==> config.mk <==
export PLATFORM = sky130hd
export DESIGN_NAME = cp0_timer_intc
export DESIGN_NICKNAME = d
export VERILOG_FILES = /design/src/rtl/cp0_timer_intc.sv
export SDC_FILE = /design/constraint.sdc
export NUM_CORES = 1
export LEC_CHECK = 0
export CELL_PAD_IN_SITES_DETAIL_PLACEMENT = 2
export CELL_PAD_IN_SITES_GLOBAL_PLACEMENT = 2
export CORE_UTILIZATION = 37
export DETAILED_ROUTE_END_ITERATION = 10
export GPL_TIMING_DRIVEN = 0
export PLACE_DENSITY_LB_ADDON = 0.05
export SYNTH_ARGS = -nofsm -noshare
export SYNTH_HDL_FRONTEND = slang
export SYNTH_SLANG_ARGS = --single-unit
==> constraint.sdc <==
create_clock -name clk -period 19.8 [get_ports clk]
set_input_delay 5.94 -clock clk [delete_from_list [all_inputs] [get_ports clk]]
set_output_delay 5.94 -clock clk [all_outputs]
set_load 0.01 [all_outputs]
==> src/rtl/cp0_timer_intc.sv <==
// CP0 count/compare timers and interrupt-pending unit with mask and priority encode.
// Optional macro CP0_TIMER_AUTO_RELOAD_EN makes CTRL.AUTO writable (periodic channel 0).
module cp0_timer_intc #(
    parameter int NUM_TIMERS  = 2,
    parameter int HW_INTR_NUM = 6,
    parameter int COUNT_W     = 32,
    parameter int PRESCALE_W  = 8
) (
    input  logic                   clk,
    input  logic                   rst,
    input  logic                   we_i,
    input  logic [4:0]             waddr_i,
    input  logic [31:0]            wdata_i,
    input  logic [4:0]             raddr_i,
    output logic [31:0]            rdata_o,
    input  logic [HW_INTR_NUM-1:0] intr_i,
    input  logic                   ie_i,
    input  logic                   exl_i,
    output logic                   intr_req_o,
    output logic [4:0]             intr_id_o,
    output logic [31:0]            pending_o,
    output logic [COUNT_W-1:0]     count_o
);

    localparam int TM_LO = 2 + HW_INTR_NUM;
    localparam logic [4:0] A_COUNT = 5'd0;
    localparam logic [4:0] A_CTRL  = 5'd1;
    localparam logic [4:0] A_MASK  = 5'd2;
    localparam logic [4:0] A_PEND  = 5'd3;
    localparam logic [4:0] A_CMP0  = 5'd4;
    localparam logic [4:0] A_SWSET = 5'd12;

    logic [COUNT_W-1:0]     count_q, count_d;
    logic [PRESCALE_W-1:0]  presc_q, presc_d;
    logic [PRESCALE_W-1:0]  div_q, div_d;
    logic                   ce_q, ce_d;
    logic [31:0]            mask_q, mask_d;
    logic [COUNT_W-1:0]     compare_q [NUM_TIMERS];
    logic [COUNT_W-1:0]     compare_d [NUM_TIMERS];
    logic [1:0]             sw_pend_q, sw_pend_d;
    logic [NUM_TIMERS-1:0]  tmr_pend_q, tmr_pend_d;
    logic [HW_INTR_NUM-1:0] sync1_q, sync2_q;
    logic                   req_q, req_d;
    logic [4:0]             id_q, id_d;
    logic                   auto_en;

`ifdef CP0_TIMER_AUTO_RELOAD_EN
    logic auto_q, auto_d;
    assign auto_en = auto_q;
`else
    assign auto_en = 1'b0;
`endif

    logic                  tick;
    logic [NUM_TIMERS-1:0] match;
    logic [NUM_TIMERS-1:0] wr_cmp;
    logic                  wr_count, wr_ctrl, wr_mask, wr_pend, wr_swset;
    logic [31:0]           pending, masked;

    assign wr_count = we_i && (waddr_i == A_COUNT);
    assign wr_ctrl  = we_i && (waddr_i == A_CTRL);
    assign wr_mask  = we_i && (waddr_i == A_MASK);
    assign wr_pend  = we_i && (waddr_i == A_PEND);
    assign wr_swset = we_i && (waddr_i == A_SWSET);

    always_comb begin
        tick = ce_q && (presc_q == div_q);
        for (int i = 0; i < NUM_TIMERS; i++) begin
            wr_cmp[i] = we_i && (waddr_i == A_CMP0 + 5'(i));
            match[i]  = tick && (count_q == compare_q[i]) && (compare_q[i] != '0);
        end
    end

    always_comb begin
        pending = '0;
        pending[1:0] = sw_pend_q;
        pending[2 +: HW_INTR_NUM] = sync2_q;
        pending[TM_LO +: NUM_TIMERS] = tmr_pend_q;
        masked = pending & mask_q;
    end

    always_comb begin
        presc_d   = presc_q;
        count_d   = count_q;
        ce_d      = ce_q;
        div_d     = div_q;
        mask_d    = mask_q;
        compare_d = compare_q;
        sw_pend_d = sw_pend_q;
        tmr_pend_d = tmr_pend_q;
        req_d     = ie_i && !exl_i && (|masked);
        id_d      = id_q;
`ifdef CP0_TIMER_AUTO_RELOAD_EN
        auto_d = auto_q;
        if (wr_ctrl) auto_d = wdata_i[1];
`endif

        if (wr_count || wr_ctrl) presc_d = '0;
        else if (ce_q) presc_d = tick ? '0 : presc_q + 1'b1;

        // An explicit COUNT write beats both reload and increment.
        if (wr_count) count_d = wdata_i[COUNT_W-1:0];
        else if (auto_en && match[0]) count_d = '0;
        else if (tick) count_d = count_q + 1'b1;

        if (wr_ctrl) begin
            ce_d  = wdata_i[0];
            div_d = wdata_i[8 +: PRESCALE_W];
        end
        if (wr_mask) mask_d = wdata_i;

        for (int i = 0; i < NUM_TIMERS; i++) begin
            if (wr_cmp[i]) compare_d[i] = wdata_i[COUNT_W-1:0];
            tmr_pend_d[i] = match[i] |
                (tmr_pend_q[i] & ~(wr_cmp[i] | (wr_pend & wdata_i[TM_LO+i])));
        end

        sw_pend_d = (sw_pend_q & ~(wr_pend ? wdata_i[1:0] : 2'b00)) |
                    (wr_swset ? wdata_i[1:0] : 2'b00);

        for (int i = 31; i >= 0; i--) begin
            if (masked[i]) id_d = 5'(i);
        end
    end

    always_ff @(posedge clk or posedge rst) begin
        if (rst) begin
            count_q    <= '0;
            presc_q    <= '0;
            div_q      <= '0;
            ce_q       <= 1'b1;
            mask_q     <= '0;
            sw_pend_q  <= '0;
            tmr_pend_q <= '0;
            sync1_q    <= '0;
            sync2_q    <= '0;
            req_q      <= 1'b0;
            id_q       <= '0;
            for (int i = 0; i < NUM_TIMERS; i++) compare_q[i] <= '0;
`ifdef CP0_TIMER_AUTO_RELOAD_EN
            auto_q <= 1'b0;
`endif
        end else begin
            count_q    <= count_d;
            presc_q    <= presc_d;
            div_q      <= div_d;
            ce_q       <= ce_d;
            mask_q     <= mask_d;
            sw_pend_q  <= sw_pend_d;
            tmr_pend_q <= tmr_pend_d;
            sync1_q    <= intr_i;
            sync2_q    <= sync1_q;
            req_q      <= req_d;
            id_q       <= id_d;
            for (int i = 0; i < NUM_TIMERS; i++) compare_q[i] <= compare_d[i];
`ifdef CP0_TIMER_AUTO_RELOAD_EN
            auto_q <= auto_d;
`endif
        end
    end

    always_comb begin
        rdata_o = '0;
        case (raddr_i)
            A_COUNT: rdata_o[COUNT_W-1:0] = count_q;
            A_CTRL: begin
                rdata_o[0] = ce_q;
                rdata_o[1] = auto_en;
                rdata_o[8 +: PRESCALE_W] = div_q;
            end
            A_MASK:  rdata_o = mask_q;
            A_PEND:  rdata_o = pending;
            A_SWSET: rdata_o = pending;
            default: rdata_o = '0;
        endcase
        for (int i = 0; i < NUM_TIMERS; i++) begin
            if (raddr_i == A_CMP0 + 5'(i)) rdata_o[COUNT_W-1:0] = compare_q[i];
        end
    end

    assign intr_req_o = req_q;
    assign intr_id_o  = id_q;
    assign pending_o  = pending;
    assign count_o    = count_q;

endmodule

==> summary.md, run 1 <==
| Metric | Value |
|---|---|
| Outcome | `finished with violations` |
| Failing checks | `capacitance limit` |
| Worst-path maximum fanout | `10` |
| # fillers | `between 2000 and 2500` |
| Slowest stage delay, CP | `0.67 ns` |
| Clock Latency Late Sink | `~0.44 ns` |
| Min Hold Slack | `approximately 0.35 ns` |
| Setup ws final | `4.47 ns` |
| Initial Util | `between 30% and 40%` |
| CP endpoint kind | `output pin` |
| Final Hold Fails | `0` |
| Yosys warns | `0` |
| Nets | `~1100` |
| Area contributors post-synth | `dfrtp_1 (47%), mux2_2 (13%), xnor2_1 (8.6%)` |
| Ys flop type | `dfrtp_1` |
| DP HPWL | `between 20000 and 30000 um` |
| Cell Chain, Critical Path | `clkdlybuf4s50_1 -> or3_1 -> clkbuf_1 -> nor3b_1 -> clkbuf_1 -> a222oi_1 -> a21oi_1 -> clkdlybuf4s50_1` |
| Tmin final | `approximately 15 ns` |
| Max-cap violations | `1` |
| Clock root cell | `clkbuf_16` |
| Clock share of power | `28.6%` |
| Worst Skew | `a little under 0.01 ns` |
| Vias post-DR | `7785` |
| First DRT Iteration DRCs | `between 600 and 700` |
| TritonRoute pass-1 iters | `9` |
| Leakage | `4.58 nW` |
| Post-route setup TNS | `0 ns` |
| Dpl ws | `between 4 and 5 ns` |
| Worst slew margin | `2.16%` |
| Crit path DAT | `~9.4 ns` |
| CTS H-tree lvls | `4` |
| Worst setup SP type | `input port` |
| Min-delay worst type | `flip-flop to flip-flop` |
| CTS Buffer Depth | `2` |
| Post-route ant nets | `0` |
| Reg clk slew, reported paths | `roughly 0.07 ns` |
| I/O Buffers | `between 100 and 150` |
| Post-route cell area | `approximately 11000 sq um` |
| Post-synth top area share | `roughly 47%` |
| Peak supply drop | `between 0.06 and 0.07 mV` |
| Global-route wire length before repair | `~54000 um` |
| Clock buffers created by TritonCTS | `17` |
| Number of global-route vias before repair | `roughly 8400` |
| Cell Count, Final, Fillers Out | `roughly 1400` |
| Resize count post-CTS | `0` |
| Syn Area/Cell | `around 10 sq um` |
| DIE AREA | `around 25000 sq um` |
| # setup viols final | `0` |
| FF+latch count, synth | `between 150 and 200` |
| Worst r2r src | `count_o[11]$_DFFE_PP0P_` |
| Worst-Margin Slew | `around 1.5 ns` |
| Worst Path Required | `about 14 ns` |
| Cell internal pwr | `approximately 800 uW` |
| CTS tree | `done` |
| Post-CTS Hold Buffers | `0` |
| Tcrit/Tclk final | `between 70 and 80%` |
| Num ports | `between 150 and 200` |
| Yosys cell types | `44` |
| Die H | `approximately 160 um` |
| Clock sinks | `167` |
| Synthesized instance count | `between 800 and 900` |
| # DRC | `0` |
| Total power | `approximately 1.2 mW` |
| PD cells | `109 nW/um^2` |
| Worst hold start | `sync1_q[1]$_DFF_PP0_` |
| Unrepaired setup endpoints after global routing | `no` |
| Syn Std Cell Area | `roughly 9000 sq um` |
| WL/cell | `about 26 um` |
| Drt via density | `between 5 and 6` |
| Crit. Startpoint | `raddr_i[3]` |
| Area growth syn-to-layout | `27.4%` |
| Slew Viols, Final | `0` |
| Tot GR Track Use | `between 30% and 40%` |
| Share of layout cells above drive strength 1 | `roughly 17%` |
| Slowest-stage cell, CP | `nor3b_1` |
| Final Core Density | `48.3%` |
| Power share of the combinational group | `around 31%` |
| Routed wire length | `35500 um` |
| Max Freq | `approximately 65 MHz` |
| Setup bufs post-CTS | `0` |
| Ys async rst share | `100%` |
| GPL Wtd Cong | `0.868` |
| Sequential power share | `about two fifths` |
| Inst Count DP | `between 1000 and 1500` |
| N_diodes | `0` |
| Sw frac | `around 36%` |
| Die Width | `about 160 um` |
| # rows | `between 50 and 60` |
| Largest area contributor in the netlist | `dfrtp_1` |
| Global route overflow | `0` |
| Number of synthesized flops with an enable pin | `0` |
| Post-synthesis sequential area ratio | `46.9%` |
| Post-place instance area | `about 11000 sq um` |
| Largest net degree at the start of global routing | `103` |
| Worst Setup Path Type | `input port to output pin` |
| R2r setup slk | `16.85 ns` |
| NetSw | `approximately 440 uW` |
| Initial antenna violation count | `0` |
| Core footprint | `between 20000 and 25000 sq um` |
-- layout make-up --
| cell class | instances | area [sq um] | area share [%] |
|---|---|---|---|
| multi-input combinational | 615 | 4370 | 38.5 |
| timing repair buffer | 133 | 1350 | 11.9 |
| tap | 319 | 399 | 3.51 |
| buffer | 86 | 419 | 3.69 |
| sequential | 167 | 4180 | 36.8 |
| inverter | 7 | 33.8 | 0.297 |
| clock buffer | 21 | 470 | 4.14 |
| clock inverter | 11 | 140 | 1.23 |
-- cells in the mapped netlist (2+ instances only) --
library cell	instances
xnor2_1	88
a22oi_1	3
mux2_2	106
nor3_1	14
buf_4	22
o2111ai_1	2
dfrtp_1	166
nand3_1	20
and4_1	3
nand3b_1	5
nand4_1	34
mux2i_1	2
nand2b_1	4
buf_1	2
and2_1	2
nor4_1	23
a222oi_1	32
xor2_1	20
inv_1	7
o21ai_0	24
a21o_1	4
and3_1	7
a21oi_1	28
nor2b_1	3
ha_1	2
nor4_2	3
clkbuf_1	51
or3_1	2
nand2_1	81
nor3b_1	3
a22o_1	3
a31oi_1	14
nor2_1	53
o21ai_1	2
buf_2	10
-- final timing paths --
kind                                           end  cells after the start
min reg2reg                   sync2_q[1]$_DFF_PP0_                      0
max reg2reg                count_o[28]$_DFFE_PP0P_                      7
min in group asynchronous   mask_q[25]$_DFFE_PP0P_                      2
max                                    rdata_o[29]                      8
max in group asynchronous     sync2_q[3]$_DFF_PP0_                      3
min                           sync2_q[1]$_DFF_PP0_                      0
-- flip-flops by register name, indices dropped and copies added, names as in the netlist --
name and cells:
sw_pend_q 2, intr_id_o 5, mask_q 32, sync2_q 6, sync1_q 6, presc_q 8, div_q 8, compare_q 64
intr_req_o 1, tmr_pend_q 2, ce_q 1, count_o 32
-- routing by layer --
layer | up-vias | track usage [%] | wire, um
met5 | - | 0 | 0
met2 | 295 | 47.7 | 16600
met1 | 4030 | 40.7 | 15600
met3 | 71 | 5.48 | 2290
li1 | 3389 | - | -
met4 | 0 | 11.1 | 1010
-- power by group through the flow --
| stage | logic, mW | registers [mW] | clock network, mW |
|---|---|---|---|
| 6_report | 0.377 | 0.506 | 0.353 |
| 5_1_grt | 0.407 | 0.513 | 0.370 |
| 4_1_cts | 0.378 | 0.503 | 0.358 |
| 3_5_place_dp | 0.372 | 0.508 | 0 |
| 3_3_place_gp | 0.361 | 0.503 | 0 |
| 2_1_floorplan | 0.216 | 0.486 | 0 |
-- critical path: cells and delay by family --
kind                   cells  cell delay [ns]
AOI/OAI and AO/OA          2             0.50
buffers and inverters      4             1.91
and+or+nand+nor            2             1.03
-- kinds of logic after synthesis --
| kind of cell | Yosys count | share of synthesized area (%) |
|---|---|---|
| other | 1 | 0.0420 |
| multiplexers | 108 | 13.6 |
| XOR/XNOR | 108 | 10.6 |
| buffers and inverters | 93 | 4.99 |
| AO/OA/AOI/OAI | 113 | 8.78 |
| flip-flops | 167 | 46.9 |
| adder cells (fa/ha/maj) | 2 | 0.281 |
| AND/OR/NAND/NOR | 262 | 14.8 |
-- cells in the final DEF, fill, tap and decap left out, types with 4 or more instances in the layout --
cell type	netlist	routed
dfrtp_1	166	166
clkdlybuf4s50_1	0	132
mux2_2	106	106
xnor2_1	88	88
nand2_1	81	81
nor2_1	53	53
clkbuf_1	51	52
nand4_1	34	34
a222oi_1	32	32
a21oi_1	28	28
o21ai_0	24	24
nor4_1	23	23
buf_4	22	22
conb_1	1	22
nand3_1	20	20
xor2_1	20	20
clkbuf_16	0	17
nor3_1	14	14
a31oi_1	14	14
buf_2	10	10
and3_1	7	7
inv_1	7	6
clkinv_4	0	6
nand3b_1	5	5
a21o_1	4	4
nand2b_1	4	4
(Power assumes the default switching activity.)
==> run 2, diff against run 1 <==
CORE_UTILIZATION = 34   (was 37)
clock period = 14.5 ns   (was 19.8 ns; I/O delays follow)
==> run 2 against run 1 <==
The run now ends clean. Critical endpoint is now rdata_o[30]. Global-route usage shrank 3.5 points. Final area grew 0.30%. Sequential share of layout area shrank 0.11 points. Clock power grew 38%. Count of clock-buffer cells in the layout shrank 4. Critical path depth is the same.
==> summary.md, run 2 (synthesis results as in run 1) <==
| Metric | Value |
|---|---|
| Clock buffers created by TritonCTS | `17 (unchanged)` |
| Reg clk slew, reported paths | `0.08 ns (was 0.07 ns)` |
| Outcome | `completed (was finished with violations)` |
| Max Freq | `around 83 MHz` |
| Share of layout cells above drive strength 1 | `17.2% (was 17.1%)` |
| Worst setup SP type | `input port (unchanged)` |
| Die H | `164 um (was 157 um)` |
| Worst Path Required | `10.15 ns (was 13.86 ns)` |
| Worst-Margin Slew | `1.45 ns (was 1.46 ns)` |
| Final Hold Fails | `0 (unchanged)` |
| Peak supply drop | `0.0662 mV (was 0.0628 mV)` |
| Hold depth | `0 (unchanged)` |
| DIE AREA | `26900 sq um (was 24700 sq um)` |
| CTS Buffer Depth | `2 (unchanged)` |
| N_diodes | `0 (unchanged)` |
| PD cells | `147 nW/um^2 (was 109 nW/um^2)` |
| Min-delay worst type | `flip-flop to flip-flop (unchanged)` |
| Area growth syn-to-layout | `27.8% (was 27.4%)` |
| CP endpoint kind | `output pin (unchanged)` |
| Post-route ant nets | `0 (unchanged)` |
| Worst reg2reg path depth | `7 (unchanged)` |
| Num ports | `155 (unchanged)` |
| Drt via density | `5.56 (was 5.73)` |
| Core footprint | `25500 sq um (was 23500 sq um)` |
| Slew Viols, Final | `0 (unchanged)` |
| Post-route cell area | `11400 sq um (about the same)` |
| Global route overflow | `0 (unchanged)` |
| Leakage | `4.59 nW (was 4.58 nW)` |
| Clock Latency Late Sink | `0.45 ns (was 0.44 ns)` |
| Vias post-DR | `7623 (was 7785)` |
| Commonest cells after routing, fill and taps aside | `dfrtp_1 (166), clkdlybuf4s50_1 (132), mux2_2 (106) (unchanged)` |
| Resize count post-CTS | `0 (unchanged)` |
| # DRC | `0 (unchanged)` |
| Post-CTS Hold Buffers | `0 (unchanged)` |
| GPL Wtd Cong | `0.852 (was 0.868)` |
| TritonRoute pass-1 iters | `5 (was 9)` |
| WL/cell | `25.0 um (was 26.1 um)` |
| Die Width | `164 um (was 157 um)` |
| Unrepaired setup endpoints after global routing | `no (unchanged)` |
| Number of global-route vias before repair | `8331 (was 8416)` |
| CTS H-tree lvls | `4 (unchanged)` |
| Tcrit/Tclk final | `approximately 83%` |
| Clock root cell | `clkbuf_16 (unchanged)` |
| # rows | `58 (was 56)` |
| Tmin final | `around 12 ns` |
| Nets | `1082 (unchanged)` |
| Post-place instance area | `10800 sq um (about the same)` |
| Clock sinks | `167 (unchanged)` |
| Routed wire length | `34200 um (was 35500 um)` |
| DP HPWL | `25200 um (was 25900 um)` |
| Worst Setup Path Type | `input port to output pin (unchanged)` |
| Setup bufs post-CTS | `0 (unchanged)` |
| Worst Skew | `0.0152 ns (was 0.00982 ns)` |
| Max FFs per register | `64 (unchanged)` |
| Final Core Density | `44.7% (was 48.3%)` |
| Initial Util | `35.0% (was 37.9%)` |
| Total power | `1.68 mW (was 1.24 mW)` |
| First DRT Iteration DRCs | `632 (was 622)` |
| Most common cell after layout, fill and taps aside | `dfrtp_1 (unchanged)` |
| Largest net degree at the start of global routing | `90 (was 103)` |
| Initial antenna violation count | `0 (unchanged)` |
| Most flops, register | `compare_q (unchanged)` |
| Worst slew margin | `2.50% (was 2.16%)` |
| Crit path DAT | `7.74 ns (was 9.39 ns)` |
| # setup viols final | `0 (unchanged)` |
| Global-route wire length before repair | `52000 um (was 53500 um)` |
| Post-route setup TNS | `0 ns (unchanged)` |
| I/O Buffers | `132 (unchanged)` |
| Max-cap violations | `0 (was 1)` |
| CTS tree | `done (unchanged)` |
| Tot GR Track Use | `26.5% (was 30.1%)` |
| Worst-path maximum fanout | `10 (unchanged)` |
run 2: changes by cell type in the layout (fill, tap and decap cells not counted), sizes merged:
cell / change
clkinv: +3
clkinvlp: -1
bufinv: -1
clkbuf: -4
inv: +3
run 2: path summary, 6_finish.rpt:
path | startpoint | slack [ns] | to
worst min-delay path | sync1_q[5]$_DFF_PP0_ | 0.36 | sync2_q[5]$_DFF_PP0_
min in group asynchronous | rst | 4.37 | compare_q[58]$_DFFE_PP0P_
worst max register to register | count_o[5]$_DFFE_PP0P_ | 11.32 | count_o[31]$_DFFE_PP0P_
worst min register to register | sync1_q[5]$_DFF_PP0_ | 0.36 | sync2_q[5]$_DFF_PP0_
worst max-delay path | raddr_i[3] | 2.41 | rdata_o[30]
max in group asynchronous | rst | 9.23 | ce_q$_DFFE_PP1P_
run 2: area by class of cell:
class	instances	area [sq um]
Clock buffer	17	425
Multi-Input combinational cell	615	4370
Inverter	7	33.8
Fill cell	2699	14100
Tap cell	330	413
Timing Repair Buffer	133	1350
Sequential cell	167	4180
Buffer	86	419
Clock inverter	15	205
run 2: power by group:
| group | total, mW | switching, mW | internal (mW) |
|---|---|---|---|
| Clock | 0.486 | 0.236 | 0.251 |
| Combinational | 0.507 | 0.259 | 0.248 |
| Sequential | 0.684 | 0.119 | 0.565 |
| Total | 1.68 | 0.614 | 1.06 |
run 2: metal layers:
metal | vias to the layer above | wire [um] | track usage [%]
met5 | - | 0 | 0
met4 | 0 | 750 | 8.46
met3 | 45 | 1550 | 3.56
met2 | 232 | 16100 | 43.1
met1 | 3972 | 15800 | 36.4
li1 | 3374 | - | -
run 2: critical path, stage by stage:
cell and delay (ns):
clkdlybuf4s50_1 0.46, or3_1 0.36, clkbuf_1 0.18, nor3b_1 0.69, clkbuf_1 0.61, a222oi_1 0.18, a21oi_1 0.31, clkdlybuf4s50_1 0.59
run 2: metrics by stage:
| step | cells | hold slack [ns] | setup WS, ns |
|---|---|---|---|
| 3_5_place_dp | 1338 | 0.341 | 2.40 |
| 3_3_place_gp | 1337 | 0.334 | 2.47 |
| 6_report | 1370 | 0.357 | 2.41 |
| 2_1_floorplan | 875 | 0.331 | 4.24 |
| 4_1_cts | 1370 | 0.361 | 2.39 |
| 5_1_grt | 1370 | 0.368 | 2.24 |
==> run 3, diff against run 2 <==
CORE_UTILIZATION = 31   (was 34)
clock period = 10.7 ns   (was 14.5 ns; I/O delays follow)
==> run 3 against run 2 <==
Worst hold slack got worse by 0.0044 ns. Global-route usage decreased by 1.5 points. Sequential share of layout area shrank 0.13 points. Final area increased by 0.35%. Critical path depth did not move. Clock skew is 0.0058 ns higher. Die area rose by 9.6%. Utilization decreased by 3.9 points. Count of clock-buffer cells in the layout stayed put. Power is 35% higher. Final cell count is 3.5% higher. Sequential power up 36%. Critical path type unchanged. Critical endpoint is now rdata_o[29]. Highest routed layer unchanged.
==> summary.md, run 3 (synthesis results as in run 1) <==
| Metric | Value |
|---|---|
| Clock sinks | `167 (unchanged)` |
| Slew Viols, Final | `0 (unchanged)` |
| Core footprint | `28000 sq um (was 25500 sq um)` |
| Number of global-route vias before repair | `8313 (was 8331)` |
| Max Freq | `102 MHz` |
| Setup bufs post-CTS | `0 (unchanged)` |
| # DRC | `0 (unchanged)` |
| Largest net degree at the start of global routing | `97 (was 90)` |
| Initial Util | `31.8% (was 35.0%)` |
| Area growth syn-to-layout | `28.2% (was 27.8%)` |
| Share of layout cells above drive strength 1 | `17.2% (unchanged)` |
| Initial antenna violation count | `0 (unchanged)` |
| Resize count post-CTS | `0 (unchanged)` |
| CTS Buffer Depth | `2 (unchanged)` |
| Most flops, register | `compare_q (unchanged)` |
| Leakage | `4.59 nW (about the same)` |
| Min Hold Slack | `0.352 ns (was 0.357 ns)` |
| Max FFs per register | `64 (unchanged)` |
| Reg clk slew, reported paths | `0.08 ns (about the same)` |
| Post-CTS Hold Buffers | `0 (unchanged)` |
| Worst Path Required | `7.49 ns (was 10.15 ns)` |
| Drt via density | `5.34 (was 5.56)` |
| Worst-path maximum fanout | `10 (unchanged)` |
| TritonRoute pass-1 iters | `5 (unchanged)` |
| Global route overflow | `0 (unchanged)` |
| Die Width | `172 um (was 164 um)` |
| Unrepaired setup endpoints after global routing | `no (unchanged)` |
| CTS H-tree lvls | `4 (unchanged)` |
| Min-delay worst type | `flip-flop to flip-flop (unchanged)` |
| DIE AREA | `29500 sq um (was 26900 sq um)` |
| I/O Buffers | `132 (unchanged)` |
| Crit path DAT | `6.63 ns (was 7.74 ns)` |
| Most common cell after layout, fill and taps aside | `dfrtp_1 (unchanged)` |
| Tot GR Track Use | `25.0% (was 26.5%)` |
| Max-cap violations | `0 (unchanged)` |
| Post-route ant nets | `0 (unchanged)` |
| # setup viols final | `0 (unchanged)` |
| PD cells | `198 nW/um^2 (was 147 nW/um^2)` |
| Clock buffers created by TritonCTS | `17 (unchanged)` |
| DP HPWL | `26200 um (was 25200 um)` |
| Outcome | `completed (unchanged)` |
| Dpl ws | `0.884 ns (was 2.40 ns)` |
| Worst slew margin | `17.6% (was 2.50%)` |
| First DRT Iteration DRCs | `542 (was 632)` |
| # rows | `61 (was 58)` |
| CTS tree | `done (unchanged)` |
| Worst Setup Path Type | `input port to output pin (unchanged)` |
| Peak supply drop | `0.103 mV (was 0.0662 mV)` |
| Die H | `172 um (was 164 um)` |
| Nets | `1082 (unchanged)` |
| GPL Wtd Cong | `0.825 (was 0.852)` |
| Tmin final | `slightly below 10 ns` |
| CP endpoint kind | `output pin (unchanged)` |
| Tcrit/Tclk final | `just over 90%` |
| N_diodes | `0 (unchanged)` |
| # fillers | `2998 (was 2699)` |
| Final Core Density | `40.8% (was 44.7%)` |
| Routed wire length | `35400 um (was 34200 um)` |
| Setup ws final | `0.863 ns (was 2.41 ns)` |
| Num ports | `155 (unchanged)` |
| Clock Latency Late Sink | `0.46 ns (was 0.45 ns)` |
| Worst-Margin Slew | `1.23 ns (was 1.45 ns)` |
| Final Hold Fails | `0 (unchanged)` |
| Post-route setup TNS | `0 ns (unchanged)` |
| Worst setup SP type | `input port (unchanged)` |
| Global-route wire length before repair | `53100 um (was 52000 um)` |
| Clock root cell | `clkbuf_16 (unchanged)` |
| Commonest cells after routing, fill and taps aside | `dfrtp_1 (166), clkdlybuf4s50_1 (132), mux2_2 (106) (unchanged)` |
| WL/cell | `25.0 um (about the same)` |
| Vias post-DR | `7577 (was 7623)` |
| Worst Skew | `0.0209 ns (was 0.0152 ns)` |
## run 3: final timing paths
| path | start | end | slack [ns] | cells past startpoint |
|---|---|---|---|---|
| setup / recovery | raddr_i[4] | rdata_o[29] | 0.86 | 8 |
| hold / removal | sync1_q[5]$_DFF_PP0_ | sync2_q[5]$_DFF_PP0_ | 0.35 | 0 |
| setup reg to reg | count_o[4]$_DFFE_PP0P_ | count_o[31]$_DFFE_PP0P_ | 7.82 | 7 |
| hold reg to reg | sync1_q[5]$_DFF_PP0_ | sync2_q[5]$_DFF_PP0_ | 0.35 | 0 |
| max in group asynchronous | rst | ce_q$_DFFE_PP1P_ | 6.59 | 3 |
| min in group asynchronous | rst | mask_q[28]$_DFFE_PP0P_ | 3.20 | 2 |
## run 3: per-layer routing
layer	track usage (%)	vias up	wire length (um)	part of all wire [%]
li1	-	3375	-	-
met1	34.5	3973	16600	47
met2	41.4	194	17000	48
met3	2.78	35	1260	3.6
met4	6.21	0	558	1.6
met5	0	-	0	0
## run 3: final cells by class
cell class	count	area, sq um	area share (%)
Sequential cell	167	4180	36.5
Inverter	7	33.8	0.295
Timing Repair Buffer	133	1350	11.8
Multi-Input combinational cell	615	4380	38.3
Tap cell	378	473	4.14
Clock inverter	15	176	1.54
Clock buffer	17	425	3.72
Buffer	86	419	3.66
## run 3: report_power, final
part / total, mW / switching [mW] / leakage (nW) / internal, mW
registers: 0.928 / 0.162 / 2.06 / 0.766
clock network: 0.649 / 0.314 / 0.298 / 0.335
logic: 0.691 / 0.355 / 2.23 / 0.336
## run 3: critical path, cell delays in order
cell	delay, ns
clkdlybuf4s50_1	0.44
or3_1	0.38
clkbuf_1	0.18
nor3b_1	0.70
clkbuf_1	0.63
a222oi_1	0.15
a21oi_1	0.33
clkdlybuf4s50_1	0.60
## run 3: stage by stage
| step | instances | power, mW | area (sq um) |
|---|---|---|---|
| after floorplan | 875 | 1.30 | 9000 |
| after global placement | 1385 | 1.60 | 10800 |
| after detailed placement | 1386 | 1.62 | 10800 |
| after CTS | 1418 | 2.28 | 11400 |
| after global routing | 1418 | 2.38 | 11400 |
| final | 1418 | 2.27 | 11400 |
